### config.mk
export PLATFORM = sky130hd
export DESIGN_NAME = pacman_direction_buffer
export DESIGN_NICKNAME = d
export VERILOG_FILES = /design/src/rtl/pacman_direction_buffer.sv
export SDC_FILE = /design/constraint.sdc
export NUM_CORES = 1
export LEC_CHECK = 0
export ABC_AREA = 0
export CORE_UTILIZATION = 44
export CTS_CLUSTER_SIZE = 12
export DETAILED_ROUTE_END_ITERATION = 12
export GPL_TIMING_DRIVEN = 1
export PLACE_DENSITY_LB_ADDON = 0.25
export SLEW_MARGIN = 10
export SYNTH_ARGS = -nofsm -noshare
export SYNTH_HDL_FRONTEND = slang
export SYNTH_SLANG_ARGS = --single-unit
### constraint.sdc
create_clock -name clk -period 2.1 [get_ports clk]
set_input_delay 0.42 -clock clk [delete_from_list [all_inputs] [get_ports clk]]
set_output_delay 0.42 -clock clk [all_outputs]
set_load 0.05 [all_outputs]
### src/rtl/pacman_direction_buffer.sv
// Pac-Man direction controller: button sync/debounce, turn buffering
// ("pre-turn") against maze legality, immediate reversals.
module pacman_direction_buffer #(
    parameter int         DEBOUNCE_CYCLES = 4,
    parameter int         BUFFER_TICKS    = 8,
    parameter logic [3:0] RESET_DIR       = 4'b1000
) (
    input  logic       clk,
    input  logic       rst,
    input  logic       left_button,
    input  logic       right_button,
    input  logic       up_button,
    input  logic       down_button,
    input  logic [3:0] legal_moves,
    input  logic       move_tick,
    output logic [3:0] curr_direction,
    output logic [3:0] pending_dir,
    output logic       pending_valid,
    output logic       dir_changed,
    output logic       blocked
);
    localparam int CW = $clog2(DEBOUNCE_CYCLES + 1);
    localparam int TW = $clog2(BUFFER_TICKS + 1);

    logic [3:0]    raw;
    logic [3:0]    sync1_q, sync1_d;
    logic [3:0]    sync2_q, sync2_d;
    logic [3:0]    deb_q, deb_d;
    logic [3:0]    deb_prev_q, deb_prev_d;
    logic [CW-1:0] cnt_q [4];
    logic [CW-1:0] cnt_d [4];

    logic [3:0]    dir_q, dir_d;
    logic [3:0]    pend_q, pend_d;
    logic          pv_q, pv_d;
    logic          chg_q, chg_d;
    logic [TW-1:0] timer_q, timer_d;

    logic [3:0]    edges;
    logic [3:0]    req;
    logic [3:0]    opp;
    logic          req_legal;
    logic          pend_legal;

    assign raw = {left_button, right_button, up_button, down_button};

    always_comb begin
        sync1_d    = raw;
        sync2_d    = sync1_q;
        deb_prev_d = deb_q;
        deb_d      = deb_q;
        for (int i = 0; i < 4; i++) begin
            cnt_d[i] = '0;
            if (sync2_q[i] != deb_q[i]) begin
                if (cnt_q[i] == CW'(DEBOUNCE_CYCLES - 1)) begin
                    deb_d[i] = sync2_q[i];
                end else begin
                    cnt_d[i] = cnt_q[i] + 1'b1;
                end
            end
        end
    end

    // Only rising edges request a turn; coincident edges resolve L > R > U > D.
    assign edges = deb_q & ~deb_prev_q;

    always_comb begin
        req = 4'b0000;
        priority case (1'b1)
            edges[3]: req = 4'b1000;
            edges[2]: req = 4'b0100;
            edges[1]: req = 4'b0010;
            edges[0]: req = 4'b0001;
            default:  req = 4'b0000;
        endcase
    end

    assign opp        = {dir_q[2], dir_q[3], dir_q[0], dir_q[1]};
    assign req_legal  = |(req & legal_moves);
    assign pend_legal = |(pend_q & legal_moves);

    always_comb begin
        dir_d   = dir_q;
        pend_d  = pend_q;
        pv_d    = pv_q;
        timer_d = timer_q;
        chg_d   = 1'b0;
        if (|req) begin
            if (req == dir_q) begin
                dir_d = dir_q;
            end else if ((req == opp && req_legal) ||
                         (move_tick && req_legal)) begin
                dir_d  = req;
                pend_d = 4'b0000;
                pv_d   = 1'b0;
                chg_d  = 1'b1;
            end else begin
                pend_d  = req;
                pv_d    = 1'b1;
                timer_d = TW'(BUFFER_TICKS);
            end
        end else if (move_tick && pv_q) begin
            if (pend_legal) begin
                dir_d  = pend_q;
                pend_d = 4'b0000;
                pv_d   = 1'b0;
                chg_d  = 1'b1;
            end else if (timer_q == TW'(1)) begin
                pend_d = 4'b0000;
                pv_d   = 1'b0;
            end else begin
                timer_d = timer_q - 1'b1;
            end
        end
    end

    always_ff @(posedge clk or posedge rst) begin
        if (rst) begin
            sync1_q    <= '0;
            sync2_q    <= '0;
            deb_q      <= '0;
            deb_prev_q <= '0;
            for (int i = 0; i < 4; i++) begin
                cnt_q[i] <= '0;
            end
            dir_q   <= RESET_DIR;
            pend_q  <= '0;
            pv_q    <= 1'b0;
            chg_q   <= 1'b0;
            timer_q <= '0;
        end else begin
            sync1_q    <= sync1_d;
            sync2_q    <= sync2_d;
            deb_q      <= deb_d;
            deb_prev_q <= deb_prev_d;
            for (int i = 0; i < 4; i++) begin
                cnt_q[i] <= cnt_d[i];
            end
            dir_q   <= dir_d;
            pend_q  <= pend_d;
            pv_q    <= pv_d;
            chg_q   <= chg_d;
            timer_q <= timer_d;
        end
    end

    assign curr_direction = dir_q;
    assign pending_dir    = pend_q;
    assign pending_valid  = pv_q;
    assign dir_changed    = chg_q;
    assign blocked        = ~|(dir_q & legal_moves);
endmodule

==> metrics.md, run 1 <==
| Metric | Value |
|---|---|
| Tmin final | 2.09 ns |
| Hold WS | 0.351 ns |
| Initial DRC count | 32 |
| Vias in the first global route | 1512 |
| Port Buffers | 21 |
| Area Overhead vs Synth | 32.3% |
| Worst EP arrival | 2.27 ns |
| Worst path required time | 2.28 ns |
| TritonCTS buffer count | 5 |
| Core area | 4410 µm² |
| # nets final | 229 |
| Synth Cell Area | 2040 µm² |
| Final Hold Viols | 0 |
| Reg2reg setup slack | 0.006 ns |
| Fin cells | 264 |
| Unrepaired setup endpoints after global routing | yes |
| CP max FO | 7 |
| Initial antenna violation count | 0 |
| Status | finished clean |
| Gr ovfl total | 0 |
| Clk root buf | clkbuf_8 |
| Clock slew at reported path FFs | 0.08 ns |
| Hpwl dp | 3340 µm |
| Yosys warnings | 0 |
| Leading post-synthesis cells by cell area | dfrtp_1 50%, mux2_2 6.1%, ha_1 3.7% |
| Max VDD drop | 0.859 mV |
| Layout filler cell count | 361 |
| Worst Tran Pin Value | 0.528 ns |
| Die H | 70.0 µm |
| First-pass GRT wire length | 7380 µm |
| Crit share post-route | 99.7% |
| Rel. slew slack | 64.8% |
| Max Fclk | 477 MHz |
| Ys flop type | dfrtp_1 |
| Yosys top cell by area | dfrtp_1 |
| Top cell type's share of synthesized area | 50.4% |
| Initial DRT Pass Iterations | 4 |
| Residual DRC | 0 |
| Routed wire length | 4570 µm |
| Distinct cells, synth | 51 |
| Longest Clk Path Bufs | 2 |
| Largest net degree at the start of global routing | 16 |
| CTS sink cnt | 42 |
| Top-count cell post-synth | dfrtp_1 |
| List of most frequent post-synthesis cells | 41 x dfrtp_1, 11 x mux2_2, 11 x nor2_1, 8 x nor3_1, 8 x nor3b_1 |
| Synth Net Count | 177 |
| Ant diodes | 0 |
| Clk_skew | 0.0112 ns |
| Average wire per standard cell | 17.3 µm |
| Post-synthesis sequential element count | 42 |
| Detail Route Antenna Nets | 0 |
| Overall die width | 70.0 µm |
| GRT Util Overall | 20.1% |
| Pins Over Slew Limit | 0 |
| Mean Syn Cell Area | 12.7 µm² |
| Number of vias per cell | 5.52 |
| Type of origin of the critical path | register |
| Setup CP Type | register to register |
| PwrDens | 1710 nW/µm² |
| Post-synth ARST share | 100% |
| Placed Instances | 248 |
| Leak | 1.21 nW |
| Vias | 1458 |
| Seq/Total Area, Yosys | 51.7% |
| Layout cell share with drive strength beyond 1 | 35.4% |
| Number of synthesized flops with an enable pin | 0 |
| Cell count after synthesis | 160 |
| Maxcap violations | 0 |
| Cell Rows | 24 |
| Tightest Hold Check Type | register to register |
| Nature of the critical path endpoint | register |
| Die area | 4900 µm² |
| # IOs | 22 |
| Htree depth | 2 |
| Setup-failing EPs final | 0 |
| CTS tree | done |
| Clk Latency, worst-skew pair | 0.30 ns |
| Placer congestion estimate | 0.849 |
| Initial Utilization | 46.1% |
[state kept, by name, summed over array words and instances, names as in the netlist]
register / cells
cnt_q: 12
curr_direction: 4
deb_prev_d: 4
deb_prev_q: 4
pending_dir: 4
sync1_q: 4
sync2_q: 4
timer_q: 4
dir_changed: 1
pending_valid: 1
[routing by layer]
metal | wire [µm] | vias up | global-route usage (%)
met5 | 0 | - | 0
met3 | 156 | 11 | 5.05
met1 | 1980 | 724 | 24.4
met4 | 89 | 0 | 7.78
met2 | 2340 | 35 | 34.2
li1 | - | 688 | -
[cell type report]
cell class | instances | area, µm² | area share [%]
clock buffers | 7 | 86.3 | 3.20
inverters | 5 | 18.8 | 0.697
multi-input cells | 112 | 1040 | 38.5
flip-flops and latches | 42 | 1060 | 39.2
well taps | 52 | 65.1 | 2.42
repair buffers | 46 | 429 | 15.9
[worst paths after layout]
check,end,startpoint,depth (start not counted)
min reg2reg,sync2_q[2],sync1_q[2],0
max in group asynchronous,cnt_q[9],rst,3
max reg2reg,curr_direction[0],deb_prev_q[1],7
max,curr_direction[0],deb_prev_q[1],7
min in group asynchronous,sync1_q[3],rst,2
min,sync2_q[2],sync1_q[2],0
[critical path, cell delays in order (launching register included)]
cell,delay (ns)
dfrtp_1,0.39
and2b_4,0.31
nor2_1,0.09
o21ai_2,0.19
a31oi_4,0.14
o41ai_4,0.33
buf_4,0.19
mux2_2,0.34
[cells in the final DEF (no fill, tap or decap), types with 4 or more instances in the layout]
| master | n |
|---|---|
| clkdlybuf4s50_1 | 18 |
| nand2b_1 | 4 |
| nor3_1 | 7 |
| clkbuf_8 | 6 |
| mux2_4 | 4 |
| nor3b_1 | 8 |
| dfrtp_1 | 37 |
| inv_1 | 5 |
| nor2_1 | 10 |
| ha_1 | 6 |
| nand2_1 | 5 |
| xnor2_1 | 4 |
| buf_4 | 24 |
| nor2b_1 | 5 |
| mux2_2 | 7 |
| dfrtp_2 | 4 |
[through the flow]
| stage | utilization, % | total power, mW | setup TNS (ns) | cell area (µm²) | setup WS (ns) |
|---|---|---|---|---|---|
| after CTS | 58.8 | 4.39 | 0 | 2590 | 0.0149 |
| after floorplan | - | 2.91 | 0 | 2050 | 0.0309 |
| final | 61.0 | 4.61 | 0 | 2690 | 0.00553 |
| after global routing | 61.0 | 4.87 | -0.237 | 2690 | -0.0392 |
| after global placement | 55.5 | 3.59 | -1.50 | 2450 | -0.160 |
| after detailed placement | 55.5 | 3.69 | -2.58 | 2450 | -0.274 |
[what timing repair did]
action                                  CTS  global route
buffers inserted                          6             3
endpoints found under the setup margin    9            10
resized for setup                         5            14
pin swaps                                 1             2
hold buffers                              0             0
[power breakdown]
part / switching, mW / internal [mW]
sequential: 0.208 / 1.06
clock: 0.262 / 0.261
combinational: 1.42 / 1.40
[kinds of logic (layout without fill, tap and decap cells)]
kind of cell / count (synthesis) / in the layout / synth area share [%]
fa+ha+maj: 6 / 6 / 3.69
compound gates: 26 / 26 / 13.0
flops: 42 / 42 / 51.7
xor+xnor: 5 / 5 / 2.15
buf+inv: 6 / 58 / 1.48
simple gates: 62 / 62 / 20.9
mux: 13 / 13 / 7.13
Note: power is estimated with default switching activity, not from simulation.
==> inputs of run 2 (changes only) <==
--- a/config.mk
+++ b/config.mk
@@ -5,8 +5,8 @@
 export SDC_FILE = /design/constraint.sdc
 export NUM_CORES = 1
 export LEC_CHECK = 0
-export ABC_AREA = 0
 export CORE_UTILIZATION = 44
+export CTS_CLUSTER_DIAMETER = 50
 export CTS_CLUSTER_SIZE = 12
 export DETAILED_ROUTE_END_ITERATION = 12
 export GPL_TIMING_DRIVEN = 1
==> results of run 2 <==
Same layout as run 1: the final DEF is identical, and so are final timing and power.
==> inputs of run 3 (changes only) <==
--- a/config.mk
+++ b/config.mk
@@ -6,8 +6,7 @@
 export NUM_CORES = 1
 export LEC_CHECK = 0
 export CORE_UTILIZATION = 44
-export CTS_CLUSTER_DIAMETER = 50
-export CTS_CLUSTER_SIZE = 12
+export CTS_CLUSTER_DIAMETER = 200
 export DETAILED_ROUTE_END_ITERATION = 12
 export GPL_TIMING_DRIVEN = 1
 export PLACE_DENSITY_LB_ADDON = 0.25
==> results of run 3 <==
Same layout as run 1: the final DEF is identical, and so are final timing and power.
